[config.mk]
export PLATFORM = sky130hd
export DESIGN_NAME = alu_arbiter
export DESIGN_NICKNAME = d
export VERILOG_FILES = /design/src/rtl/alu_arbiter.sv
export SDC_FILE = /design/constraint.sdc
export NUM_CORES = 1
export LEC_CHECK = 0
export CORE_AREA = 5 5 144 146
export DETAILED_ROUTE_END_ITERATION = 8
export DIE_AREA = 0 0 149 151
export GPL_ROUTABILITY_DRIVEN = 0
export PLACE_DENSITY_LB_ADDON = 0.3
export SETUP_SLACK_MARGIN = 0.02
export SKIP_CTS_REPAIR_TIMING = 1
export SYNTH_ARGS = -nofsm -noshare
export SYNTH_HDL_FRONTEND = slang
export SYNTH_SLANG_ARGS = --single-unit
[constraint.sdc]
create_clock -name clk -period 9.62 [get_ports clk]
set_input_delay 0.962 -clock clk [delete_from_list [all_inputs] [get_ports clk]]
set_output_delay 0.962 -clock clk [all_outputs]
set_load 0.02 [all_outputs]
[src/rtl/alu_arbiter.sv]
// Two-requester arbiter in front of a shared combinational ALU: grant, execute, respond.
// Define ALU_ARB_FIXED_PRIO_EN for fixed priority (requester 0 wins ties); default is round-robin.
module alu_arbiter (
    input  logic        clk,
    input  logic        rst,
    input  logic        req0_valid,
    input  logic [96:0] req0_cmd,
    output logic        req0_ready,
    input  logic        req1_valid,
    input  logic [96:0] req1_cmd,
    output logic        req1_ready,
    output logic        rsp_valid,
    output logic        rsp_id,
    output logic [31:0] rsp_result,
    output logic        rsp_branch,
    output logic [5:0]  alu_opcode,
    output logic [31:0] alu_rs_content,
    output logic [31:0] alu_rt_content,
    output logic [4:0]  alu_shamt,
    output logic [5:0]  alu_ALU_control,
    output logic [15:0] alu_immediate,
    input  logic [31:0] alu_result,
    input  logic        alu_sig_branch,
    output logic        busy,
    output logic [15:0] ops_done
);

    typedef enum logic [1:0] {
        IDLE = 2'd0,
        EXEC = 2'd1,
        RESP = 2'd2
    } state_t;

    state_t      r_state;
    logic [96:0] r_cmd;
    logic        r_rspId;
    logic [31:0] r_rspResult;
    logic        r_rspBranch;
    logic        r_rspValid;
    logic        r_busy;
    logic [15:0] r_opsDone;
    logic        w_grant0;
    logic        w_grant1;
    logic        w_idle;

    assign w_idle = (r_state == IDLE);

`ifdef ALU_ARB_FIXED_PRIO_EN
    always_comb begin
        w_grant0 = w_idle && req0_valid;
        w_grant1 = w_idle && req1_valid && !req0_valid;
    end
`else
    // r_lastGrant resets to 1 so requester 0 wins the first tie.
    logic r_lastGrant;

    always_comb begin
        w_grant0 = 1'b0;
        w_grant1 = 1'b0;
        if (w_idle) begin
            if (req0_valid && req1_valid) begin
                w_grant0 = r_lastGrant;
                w_grant1 = !r_lastGrant;
            end else begin
                w_grant0 = req0_valid;
                w_grant1 = req1_valid;
            end
        end
    end

    always_ff @(posedge clk or posedge rst) begin
        if (rst) begin
            r_lastGrant <= 1'b1;
        end else if (w_grant0) begin
            r_lastGrant <= 1'b0;
        end else if (w_grant1) begin
            r_lastGrant <= 1'b1;
        end
    end
`endif

    always_ff @(posedge clk or posedge rst) begin
        if (rst) begin
            r_state     <= IDLE;
            r_cmd       <= '0;
            r_rspId     <= 1'b0;
            r_rspResult <= '0;
            r_rspBranch <= 1'b0;
            r_rspValid  <= 1'b0;
            r_busy      <= 1'b0;
            r_opsDone   <= '0;
        end else begin
            case (r_state)
                IDLE: begin
                    if (w_grant0 || w_grant1) begin
                        r_cmd   <= w_grant1 ? req1_cmd : req0_cmd;
                        r_rspId <= w_grant1;
                        r_busy  <= 1'b1;
                        r_state <= EXEC;
                    end
                end
                EXEC: begin
                    r_rspResult <= alu_result;
                    r_rspBranch <= alu_sig_branch;
                    r_rspValid  <= 1'b1;
                    r_state     <= RESP;
                end
                RESP: begin
                    r_rspValid <= 1'b0;
                    r_busy     <= 1'b0;
                    r_opsDone  <= r_opsDone + 16'd1;
                    r_state    <= IDLE;
                end
                default: begin
                    r_rspValid <= 1'b0;
                    r_busy     <= 1'b0;
                    r_state    <= IDLE;
                end
            endcase
        end
    end

    // The ALU only ever sees the latched command, so requester changes mid-op are invisible.
    assign alu_opcode      = r_cmd[96:91];
    assign alu_rs_content  = r_cmd[90:59];
    assign alu_rt_content  = r_cmd[58:27];
    assign alu_shamt       = r_cmd[26:22];
    assign alu_ALU_control = r_cmd[21:16];
    assign alu_immediate   = r_cmd[15:0];

    assign req0_ready = w_grant0;
    assign req1_ready = w_grant1;
    assign rsp_valid  = r_rspValid;
    assign rsp_id     = r_rspId;
    assign rsp_result = r_rspResult;
    assign rsp_branch = r_rspBranch;
    assign busy       = r_busy;
    assign ops_done   = r_opsDone;

endmodule

==> key figures, run 1 <==
GRT
  – Vias in the first global route: 6343
  – Pin count of the biggest net entering global routing: 83
  – Overall routing resource usage: 20.2%
  – Grt total ovfl: 0
  – Met1 Usage GRT: 24.6%
  – M3 GR Usage: 7.66%
  – Initial antenna violation count: 1
  – First-pass GRT wire length: 35.4 mm
  – GR Util met2: 32.5%
  – Most Crowded Layer GR: met2

Power and ir drop
  – Pwr per Cell Area: 336 mW/mm2
  – Peak supply drop: 153 uV
  – Power Total: 3.72 mW
  – Static Leak: 4.72 nW

Setup path
  – Crit path launch type: input port
  – Reg2reg path depth: 6
  – Largest stage delay on the critical path: 760 ps
  – Crit path top cell by count: clkdlybuf4s50_1
  – CP Data Required Time: 8660 ps
  – CP Capture Type: output port
  – Crit path cell chain: clkdlybuf4s50_1 -> nand2_1 -> nand2_4 -> clkinv_2 -> clkdlybuf4s50_1
  – CP Class: in2out
  – Top cell family by delay on the critical path: buffers and inverters
  – Worst path bufs/invs: 3
  – Crit Path Max Fanout: 46
  – Crit path depth: 5
  – CP max-delay cell: clkdlybuf4s50_1
  – Critical path data arrival time: 3430 ps

Timing
  – Hold slack: 471 ps
  – Worst setup margin: 5220 ps
  – TNS Setup: 0 ps
  – Fmax: 227 MHz
  – Clock skew after layout: 13.9 ps
  – Max-slew headroom: 37.4%
  – Final Hold Fails: 0
  – Endpoints failing setup: 0
  – Minimum clock period: 4400 ps
  – RSZ-0062 raised after global routing: no
  – Fin crit share: 45.7%
  – Worst-margin pin slew: 940 ps
  – Slew Limit Fails: 0

Floorplan
  – # rows: 51
  – Die width: 149 um
  – Initial Util: 33.8%
  – Die H: 151 um
  – Number of I/O pins: 382
  – Core box area: 0.0193 mm2
  – DIE AREA: 0.0225 mm2

Yosys
  – Ys flop type: dfrtp_1
  – Synth top area cells: dfrtp_1, a21oi_1, nand2_1
  – Post-synth top area share: 58.0%
  – Yosys reg bits: 152
  – Adder-Cell Fraction of Synth Area: 0.192%
  – Commonest cells in the netlist: a21oi_1, dfrtp_1, nand2_1, nor2_1, mux2_2
  – Synth area leader: dfrtp_1
  – Cells after Synth: 684
  – XOR/XNOR Fraction of Synth Area: 2.02%
  – Synth Cell Area: 0.00651 mm2
  – Compound-gate portion of the synthesized area: 15.2%
  – Top-count cell post-synth: a21oi_1
  – Asr flop ratio synth: 100%
  – Synth Area in Simple Gates: 14.2%
  – Largest family of logic cells by synthesized area: compound AO/OA/AOI/OAI gates
  – Mux contribution to synthesized area: 5.88%
  – Synth cell types: 31
  – Warnings, synthesis: 0
  – Avg Cell Area, Syn: 9.52 um2
  – Syn nets: 916
  – EDFF count, synth: 0
  – Seq/Total Area, Yosys: 58.4%

Drt
  – Pre-Repair DR Iteration Count: 4
  – Wire per inst: 17.9 um
  – DR iter-0 viols: 256
  – Post-Route WL: 23.7 mm
  – Antenna-violating nets left: 0
  – Residual DRC: 0
  – Vias per inst: 4.77
  – Via Count: 6310

Clock network
  – CTS tree: done
  – Clock Sink Count: 152
  – Clock root cell: clkbuf_16
  – Total CTS buffers: 17
  – CTS max path bufs: 2
  – Reg clk slew, reported paths: 70 ps
  – Worst skew pair latency: 420 ps
  – H-tree depth: 4

Flow run
  – Max-cap violations: 0

Placed design
  – Placement Setup Slack: 5150 ps
  – Hpwl dp: 17.0 mm
  – Post-DP Area: 0.0105 mm2
  – IO Port Bufs: 381

Final layout
  – Area delta synth->final: 69.8%
  – Fin area: 0.0111 mm2
  – Nets@finish: 1277
  – Share of post-route cells with drive strength above 1: 7.37%

Status
  – Status: finished clean

Worst hold path
  – Hold path cells: 1
  – Hold Crit Class: reg2reg
## per-stage QoR
| step | std cells | utilization (%) |
|---|---|---|
| 3_5_place_dp | 1291 | 54.5 |
| 3_3_place_gp | 1291 | 54.5 |
| 6_report | 1324 | 57.4 |
| 2_1_floorplan | 684 | - |
| 5_1_grt | 1324 | 57.4 |
| 4_1_cts | 1323 | 57.4 |
## worst paths after layout
check                                  start           end  slack [ps]
worst max-delay path              req0_valid    req1_ready        5220
worst min-delay path            ops_done[15]  ops_done[15]         470
worst max register to register    r_state[1]     r_cmd[94]        6900
worst min register to register  ops_done[15]  ops_done[15]         470
max in group asynchronous                rst     r_cmd[54]        7070
min in group asynchronous                rst     r_cmd[21]        1060
## layout by cell type (no fill, tap or decap), types with 3 or more instances in the layout
cell	n
nor2_1	105
dfrtp_1	151
inv_1	4
mux2_2	34
buf_4	7
clkdlybuf4s50_1	381
clkbuf_16	17
nor3_1	3
xnor2_1	7
nand3_1	5
and3_1	3
xor2_1	8
nand2_1	105
clkinv_2	3
a21oi_1	195
inv_6	3
clkinv_4	6
## sequential cells by signal, summed over array words and instances, names as in the netlist
register     cells
r_cmd           97
rsp_result      32
ops_done        16
r_state          2
busy             1
r_lastGrant      1
rsp_branch       1
rsp_id           1
rsp_valid        1
## worst register-to-register path, stage by stage, from the launching register on
cell and delay [ps]:
dfrtp_1 480, nor3b_2 310, nand2_4 280, clkinv_2 610, buf_4 620, a21oi_1 170, a21oi_1 180
## cells by family (layout without fill, tap and decap cells)
| logic type | after synthesis | count (layout) |
|---|---|---|
| simple gates | 231 | 231 |
| compound gates | 198 | 198 |
| flops | 152 | 152 |
| buf+inv | 53 | 427 |
| mux | 34 | 34 |
| xor+xnor | 15 | 15 |
| fa+ha+maj | 1 | 1 |
| other cells | 0 | 1 |
## power by group
part           total, mW  internal (mW)  switching (mW)
clock network      0.647          0.367           0.280
logic               1.95          0.886            1.07
registers           1.12          0.948           0.172
total               3.72           2.20            1.52
## per-layer routing
layer / share of wire [%] / vias to the layer above / wire (um)
li1: - / 3009 / -
met1: 39 / 2986 / 9350
met2: 48 / 279 / 11400
met3: 9.9 / 36 / 2350
met4: 2.6 / 0 / 615
met5: 0 / - / 0
## layout make-up
| cell class | count | area, um2 |
|---|---|---|
| Timing Repair Buffer | 388 | 3870 |
| Multi-Input combinational cell | 479 | 2460 |
| Clock inverter | 12 | 120 |
| Antenna cell | 1 | 2.50 |
| Tap cell | 265 | 332 |
| Inverter | 7 | 33.8 |
| Fill cell | 1718 | 8210 |
| Clock buffer | 20 | 447 |
| Sequential cell | 152 | 3800 |
No activity file was read; power rests on OpenSTA's default activity.
==> run 2: changes to the inputs <==
--- a/config.mk
+++ b/config.mk
@@ -5,9 +5,9 @@
 export SDC_FILE = /design/constraint.sdc
 export NUM_CORES = 1
 export LEC_CHECK = 0
-export CORE_AREA = 5 5 144 146
+export CORE_AREA = 5 5 145 147
 export DETAILED_ROUTE_END_ITERATION = 8
-export DIE_AREA = 0 0 149 151
+export DIE_AREA = 0 0 150 152
 export GPL_ROUTABILITY_DRIVEN = 0
 export PLACE_DENSITY_LB_ADDON = 0.3
 export SETUP_SLACK_MARGIN = 0.02
==> constraint.sdc (replaced) <==
create_clock -name clk -period 4.5 [get_ports clk]
set_input_delay 0.45 -clock clk [delete_from_list [all_inputs] [get_ports clk]]
set_output_delay 0.45 -clock clk [all_outputs]
set_load 0.02 [all_outputs]
==> key figures, run 2 (synthesis gave the netlist of run 1 again) <==
GRT
  – First-pass GRT wire length: 36.5 mm (+3.2%)
  – Initial antenna violation count: 1 (unchanged)
  – Grt total ovfl: 0 (unchanged)
  – Vias in the first global route: 6524 (+2.9%)
  – Overall routing resource usage: 20.2% (-0.024 points)
  – Pin count of the biggest net entering global routing: 100 (+20%)

Timing
  – RSZ-0062 raised after global routing: no
  – Endpoints failing setup: 0 (unchanged)
  – Worst setup margin: 1450 ps (-3770 ps)
  – Final Hold Fails: 0 (unchanged)
  – TNS Setup: 0 ps (unchanged)
  – Minimum clock period: 3050 ps
  – Hold slack: 348 ps (-123 ps)
  – Clock skew after layout: 9.90 ps (-3.98 ps)
  – Max-slew headroom: 25.0% (-12 points)
  – Worst-margin pin slew: 1120 ps (+185 ps)
  – Fin crit share: 67.8%
  – Slew Limit Fails: 0 (unchanged)
  – Fmax: 328 MHz

Setup path
  – Critical path data arrival time: 2600 ps (-830 ps)
  – CP Class: in2out
  – Largest stage delay on the critical path: 750 ps (about the same)
  – Top cell family by delay on the critical path: buffers and inverters
  – CP max-delay cell: clkdlybuf4s50_1
  – CP Capture Type: output port
  – Crit Path Max Fanout: 46 (unchanged)
  – Crit path launch type: input port
  – Worst path bufs/invs: 3 (unchanged)
  – Crit path cell chain: clkdlybuf4s50_1 -> nor3b_2 -> nand2_4 -> clkinv_2 -> clkdlybuf4s50_1
  – CP Data Required Time: 4050 ps (-4610 ps)
  – Crit path top cell by count: clkdlybuf4s50_1

Clock network
  – Reg clk slew, reported paths: 70 ps (about the same)
  – Total CTS buffers: 17 (unchanged)
  – CTS max path bufs: 2 (unchanged)
  – CTS tree: done
  – H-tree depth: 4 (unchanged)
  – Clock Sink Count: 152 (unchanged)
  – Clock root cell: clkbuf_16
  – Worst skew pair latency: 420 ps (about the same)

Drt
  – Antenna-violating nets left: 0 (unchanged)
  – Vias per inst: 4.73 (-0.66%)
  – Post-Route WL: 23.7 mm (about the same)
  – Residual DRC: 0 (unchanged)
  – DR iter-0 viols: 288 (+13%)
  – Pre-Repair DR Iteration Count: 4 (unchanged)
  – Wire per inst: 17.9 um (-0.36%)
  – Via Count: 6292 (-0.29%)

Floorplan
  – # rows: 52 (+2.0%)
  – DIE AREA: 0.0228 mm2 (+1.3%)
  – Die H: 152 um (+0.66%)
  – Initial Util: 32.9% (-0.87 points)
  – Number of I/O pins: 382 (unchanged)
  – Die width: 150 um (+0.67%)
  – Core box area: 0.0198 mm2 (+2.6%)

Placed design
  – Hpwl dp: 16.7 mm (-1.4%)
  – Placement Setup Slack: 1420 ps (-3730 ps)
  – IO Port Bufs: 381 (unchanged)

Final layout
  – Nets@finish: 1277 (unchanged)
  – Commonest non-fill, non-tap cell in the layout: clkdlybuf4s50_1
  – Share of post-route cells with drive strength above 1: 7.56% (+0.19 points)
  – Most frequent cells in the layout: clkdlybuf4s50_1, a21oi_1, dfrtp_1
  – Area delta synth->final: 70.8%
  – Number of flip-flops in the largest register: 97 (unchanged)
  – Largest reg by FF count: r_cmd

Status
  – Status: finished clean

Worst hold path
  – Hold Crit Class: in2async

Power and ir drop
  – Static Leak: 4.76 nW (+0.72%)
  – Pwr per Cell Area: 725 mW/mm2 (+120%)
  – Peak supply drop: 356 uV (+130%)

Flow run
  – Max-cap violations: 0 (unchanged)
run 2: cell types whose count changed in the layout (fill, tap and decap cells not counted), sizes merged:
cell,previous run,this run
bufinv,1,2
clkbuf,20,18
clkinvlp,2,1
inv,7,9
run 2: final cells by class:
type | count | area (um2)
Fill cell | 1806 | 8650
Timing Repair Buffer | 388 | 3890
Antenna cell | 1 | 2.50
Clock buffer | 18 | 439
Tap cell | 270 | 338
Clock inverter | 14 | 165
Multi-Input combinational cell | 479 | 2460
Sequential cell | 152 | 3800
Inverter | 7 | 32.5
run 2: path summary, 6_finish.rpt:
kind                         startpoint           end  slack [ps]  cells past startpoint
max                          req1_valid    req1_ready        1450                      5
min                                 rst     r_cmd[24]         350                      2
max reg2reg                  r_state[1]     r_cmd[22]        2040                      6
min reg2reg                ops_done[15]  ops_done[15]         480                      1
max in group asynchronous           rst     r_cmd[57]        3230                      3
min in group clk           ops_done[15]  ops_done[15]         480                      1
run 2: per-stage QoR:
stage	power (mW)	util, %	std cells	cell area (um2)
CTS	8.18	56.3	1328	11100
global route	8.60	56.3	1329	11100
floorplan	4.70	-	684	6520
finish	8.07	56.3	1329	11100
global placement	6.59	53.2	1296	10500
detailed placement	6.66	53.2	1296	10500
run 2: per-layer routing:
metal / GRT usage, % / up-vias / share of wire (%)
li1: - / 3008 / -
met1: 24.3 / 2951 / 39
met2: 32.9 / 299 / 48
met3: 7.69 / 34 / 10
met4: 7.58 / 0 / 2.7
met5: 0 / - / 0
run 2: power by group:
group | total [mW] | leakage [nW] | internal (mW) | switching, mW
Sequential | 2.40 | 1.75 | 2.03 | 0.371
Combinational | 4.20 | 2.71 | 1.92 | 2.28
Clock | 1.48 | 0.301 | 0.850 | 0.626
Total | 8.07 | 4.76 | 4.79 | 3.28
==> RTL edit 1: new RTL, settings of run 1 <==
Build with the macro `ALU_ARB_FIXED_PRIO_EN` defined.
--- a/src/rtl/alu_arbiter.sv
+++ b/src/rtl/alu_arbiter.sv
@@ -1,5 +1,7 @@
 // Two-requester arbiter in front of a shared combinational ALU: grant, execute, respond.
 // Define ALU_ARB_FIXED_PRIO_EN for fixed priority (requester 0 wins ties); default is round-robin.
+`define ALU_ARB_FIXED_PRIO_EN
+
 module alu_arbiter (
     input  logic        clk,
     input  logic        rst,
Check against the original RTL: not equivalent (a bounded check fails within 4 cycles, from zero or initial values and one cycle with rst high).
==> RTL edit 1 against run 1 <==
Sequential cell count decreased by 1. Clock skew decreased by 0.0059 ns. Wire length fell by 9.8%. Final cell count fell by 16%. Area after synthesis shrank 7.6%. Highest routed layer unchanged. Total power is 5.7% lower. Fmax increased by 27%. Setup slack gained 0.93 ns. First-iteration DRC count is 72% higher. Design area shrank 3.7%.
==> RTL edit 1: results (changes against run 1) <==
- Clock Power: 684 uW (+5.7%)
- Vias in the first global route: 5,720 (-9.8%)
- Seq/Total Area, Yosys: 0.627 (+0.0434)
- Largest net degree at the start of global routing: 98 (+18%)
- Met1 usage: 0.200 (-0.0466)
- Leak: 4.84 nW (+2.4%)
- Non-CTS buffers: 386 (-0.52%)
- Rel. slew slack: 0.278 (-0.0956)
- ANT cells: 0 (-1)
- Initial DRC count: 441 (+72%)
- #MultiIn Comb: 179 (-63%)
- Met3 WL: 2.12 mm (-9.9%)
- CP Data Arrival Time: 2.50 ns (-0.93 ns)
- Final HPWL DP: 15.3 mm (-10%)
- Register area: 3780 um2 (-0.69%)
- Wire length on met2: 11.1 mm (-3.1%)
- DR vias: 5,470 (-13%)
- Post-synth top cells: 151 x dfrtp_1, 101 x inv_1, 97 x a222oi_1
- Share of cells above drive strength 1: 0.0884 (+0.0147)
- Total Nets Final: 1,068 (-16%)
- Count of unique library cells instantiated by Yosys: 30 (-3.2%)
- Status: complete, no violations
- Met3 Track Usage GR: 0.0676 (-0.00898)
- Synth area leaders: dfrtp_1 63%, a222oi_1 16%, mux2_2 6.4%, inv_1 6.3%, xnor2_1 1.3%
- Clk cell area share: 0.0560 (+0.00480)
- Met2 Use GR: 0.326 (+0.000453)
- Worst vdd ir: 160 uV (+4.8%)
-- RTL edit 1: changes by cell type after synthesis, sizes merged, moves of 2 or more --
cell,before,now
a222oi,0,97
xnor2,7,9
nand2,106,5
and3,3,1
inv,6,101
clkbuf,9,19
xor2,8,6
buf,37,17
a21oi,195,1
nor2,105,7
-- RTL edit 1: worst max-delay path, cell delays in order --
cell,delay [ns]
clkdlybuf4s50_1,0.60
and2_4,0.30
clkdlybuf4s50_1,0.64
-- RTL edit 1: path summary, 6_finish.rpt --
check                             start      endpoint  slack, ns  cells after the start
min in group asynchronous           rst     r_cmd[86]       1.03                      2
setup reg to reg             r_state[1]     r_cmd[61]       7.33                      5
setup / recovery             req0_valid    req0_ready       6.15                      3
hold reg to reg            ops_done[15]  ops_done[15]       0.47                      1
max in group asynchronous           rst     r_cmd[92]       7.08                      3
hold / removal             ops_done[15]  ops_done[15]       0.47                      1
-- RTL edit 1: cell families (layout without fill, tap and decap cells) --
group                      Yosys count  in the layout  share of synthesized area
AOI/OAI and AO/OA                  100            100                      0.164
xor gates and xnor gates            15             15                     0.0218
adders and majority gates            1              1                    0.00208
buffers and inverters              137            518                     0.0914
DFF                                151            151                      0.627
muxes                               34             34                     0.0636
and+or+nand+nor                     29             29                     0.0299
-- RTL edit 1: metrics by stage --
step / worst slack [ns] / power (mW) / instances / cell area, um2 / hold WS (ns)
4_1_cts: 6.14 / 3.56 / 1113 / 10700 / 0.479
2_1_floorplan: 4.59 / 1.99 / 467 / 6020 / 0.571
3_5_place_dp: 6.15 / 2.85 / 1082 / 10100 / 0.470
6_report: 6.15 / 3.51 / 1113 / 10700 / 0.471
5_1_grt: 6.13 / 3.70 / 1113 / 10700 / 0.501
3_3_place_gp: 6.18 / 2.83 / 1082 / 10100 / 0.461
==> RTL edit 2: new RTL, config.mk and constraints of run 1 <==
Made on the original files. The 3 states of `state_t` get a one-hot encoding in 3 bits.
--- a/src/rtl/alu_arbiter.sv
+++ b/src/rtl/alu_arbiter.sv
@@ -25,10 +25,10 @@
     output logic [15:0] ops_done
 );
 
-    typedef enum logic [1:0] {
-        IDLE = 2'd0,
-        EXEC = 2'd1,
-        RESP = 2'd2
+    typedef enum logic [2:0] {
+        IDLE = 3'b001,
+        EXEC = 3'b010,
+        RESP = 3'b100
     } state_t;
 
     state_t      r_state;
Check against the original RTL: same outputs for any inputs over 4 cycles, from zero or initial values and one cycle with rst high; so few cycles prove little.
==> RTL edit 2 against run 1 <==
Sequential share of layout area down 0.24 points. Combinational power fell by 3%. Wire length fell by 1.2%. Register-to-register slack got worse by 0.23 ns. First-iteration DRC count shrank 4.7%. Design area is 1.4% higher. Critical path depth stayed put. Synthesized cell count decreased by 0.29%. Highest routed layer unchanged. Via count fell by 1.4%. Sequential cell count is 1 higher. Total power increased by 0.16%. Setup slack better by 0.21 ns. Area after synthesis rose by 1.8%. Die area stayed put.
==> RTL edit 2: results (changes against run 1) <==
- Hold slack: 0.474 ns (+0.00246 ns)
- First-pass GRT wire length: 35.2 mm (-0.55%)
- Synth area leaders: dfrtp_1 57%, a21oi_1 13%, nand2_1 6.0%, mux2_2 5.8%, nor2_1 5.7%
- Met1 usage: 0.245 (-0.00163)
- Fillers: 1,711 (-0.41%)
- Count of unique library cells instantiated by Yosys: 30 (-3.2%)
- Initial DRC count: 244 (-4.7%)
- Dpl ws: 5.34 ns (+0.194 ns)
- Vias per inst: 4.72 (-0.99%)
- Total GRT Usage: 0.203 (+0.000539)
- R2R cell count: 6 (unchanged)
- Area post-placement: 10,600 um2 (+1.0%)
- Worst vdd ir: 149 uV (-2.6%)
- Mux share of post-synthesis cell area: 0.0577 (-0.00102)
- Critical Path Fanout Max: 40 (-13%)
- Syn Nets: 914 (-0.22%)
- Flop2flop setup slack: 6.67 ns (-0.23 ns)
- Largest net degree at the start of global routing: 84 (+1.2%)
- Cells after Synth: 682 (-0.29%)
- Crit path to: req0_ready
- HP Start: ops_done[15]
- Compound-Gate Fraction of Synth Area: 0.160 (+0.00811)
- Worst r2r dst: r_cmd[56]
- Met2 Use GR: 0.341 (+0.0154)
- Share of cells above drive strength 1: 0.0959 (+0.0222)
- Worst-Skew Late Latency: 0.42 ns (about the same)
- Clock skew: 0.0119 ns (-0.00198 ns)
- Met3 WL: 1.91 mm (-19%)
- Seq/Total Area, Yosys: 0.578 (-0.00618)
- Drt total wl: 23.5 mm (-1.2%)
- Final HPWL DP: 17.0 mm (about the same)
- Post-synth top cells: 176 x a21oi_1, 151 x dfrtp_1, 106 x nand2_1
- ANT cells: 0 (-1)
- Synth Warn #: 0 (unchanged)
- Synth Area in Adders: 0.00189 (-0.0000333)
- Worst Setup SP: req1_valid
- Status: complete, no violations
- Vias in the first global route: 6,281 (-0.98%)
- PortBufs: 381 (unchanged)
- Top Metal Used: met4
- Actual slew at the worst max-slew pin: 0.948 ns (+0.00861 ns)
- Area share of xor/xnor cells in the synthesized design: 0.0198 (-0.000350)
- Dpl cells: 1,286 (-0.39%)
- Wire length on met2: 11.7 mm (+2.8%)
- Avg WL per Cell: 17.8 um (-0.72%)
- WL met1: 9.25 mm (-1.1%)
- R2r startpoint: r_state[0]
- Register area: 3830 um2 (+0.69%)
- Clock Pin Slew Worst Setup and Hold Paths: 0.06 ns
- Pre-Repair DR Iteration Count: 4 (unchanged)
- Met3 Track Usage GR: 0.0745 (-0.00209)
- CP Data Arrival Time: 3.23 ns (-0.20 ns)
- Max Cap Violations: 0 (unchanged)
- Initial antenna violation count: 0 (-1)
- Leak: 4.74 nW (+0.31%)
-- RTL edit 2: changes by cell type in the layout (fill, tap and decap cells not counted), sizes merged, moves of 2 or more --
cell    delta
bufinv     +2
clkbuf     +2
clkinv     -6
inv        -3
nand3      +2
nand4      +2
nor2       -4
nor3       -3
o21ai      -2
xnor2      +6
xor2       -6
-- RTL edit 2: critical path: stages --
cell             delay (ns)
clkdlybuf4s50_1        0.47
nand2b_1               0.16
nand3_4                0.34
inv_4                  0.53
clkdlybuf4s50_1        0.71
-- RTL edit 2: report_power, final --
part / internal [mW] / total, mW / switching (mW)
Clock: 0.430 / 0.699 / 0.269
Combinational: 0.881 / 1.90 / 1.02
Sequential: 0.959 / 1.13 / 0.169
-- RTL edit 2: layout make-up --
class | instances | share of cell area
Timing Repair Buffer | 387 | 0.344
Inverter | 3 | 0.00178
Tap cell | 265 | 0.0296
Sequential cell | 153 | 0.342
Clock buffer | 22 | 0.0423
Multi-Input combinational cell | 478 | 0.228
Clock inverter | 10 | 0.0125
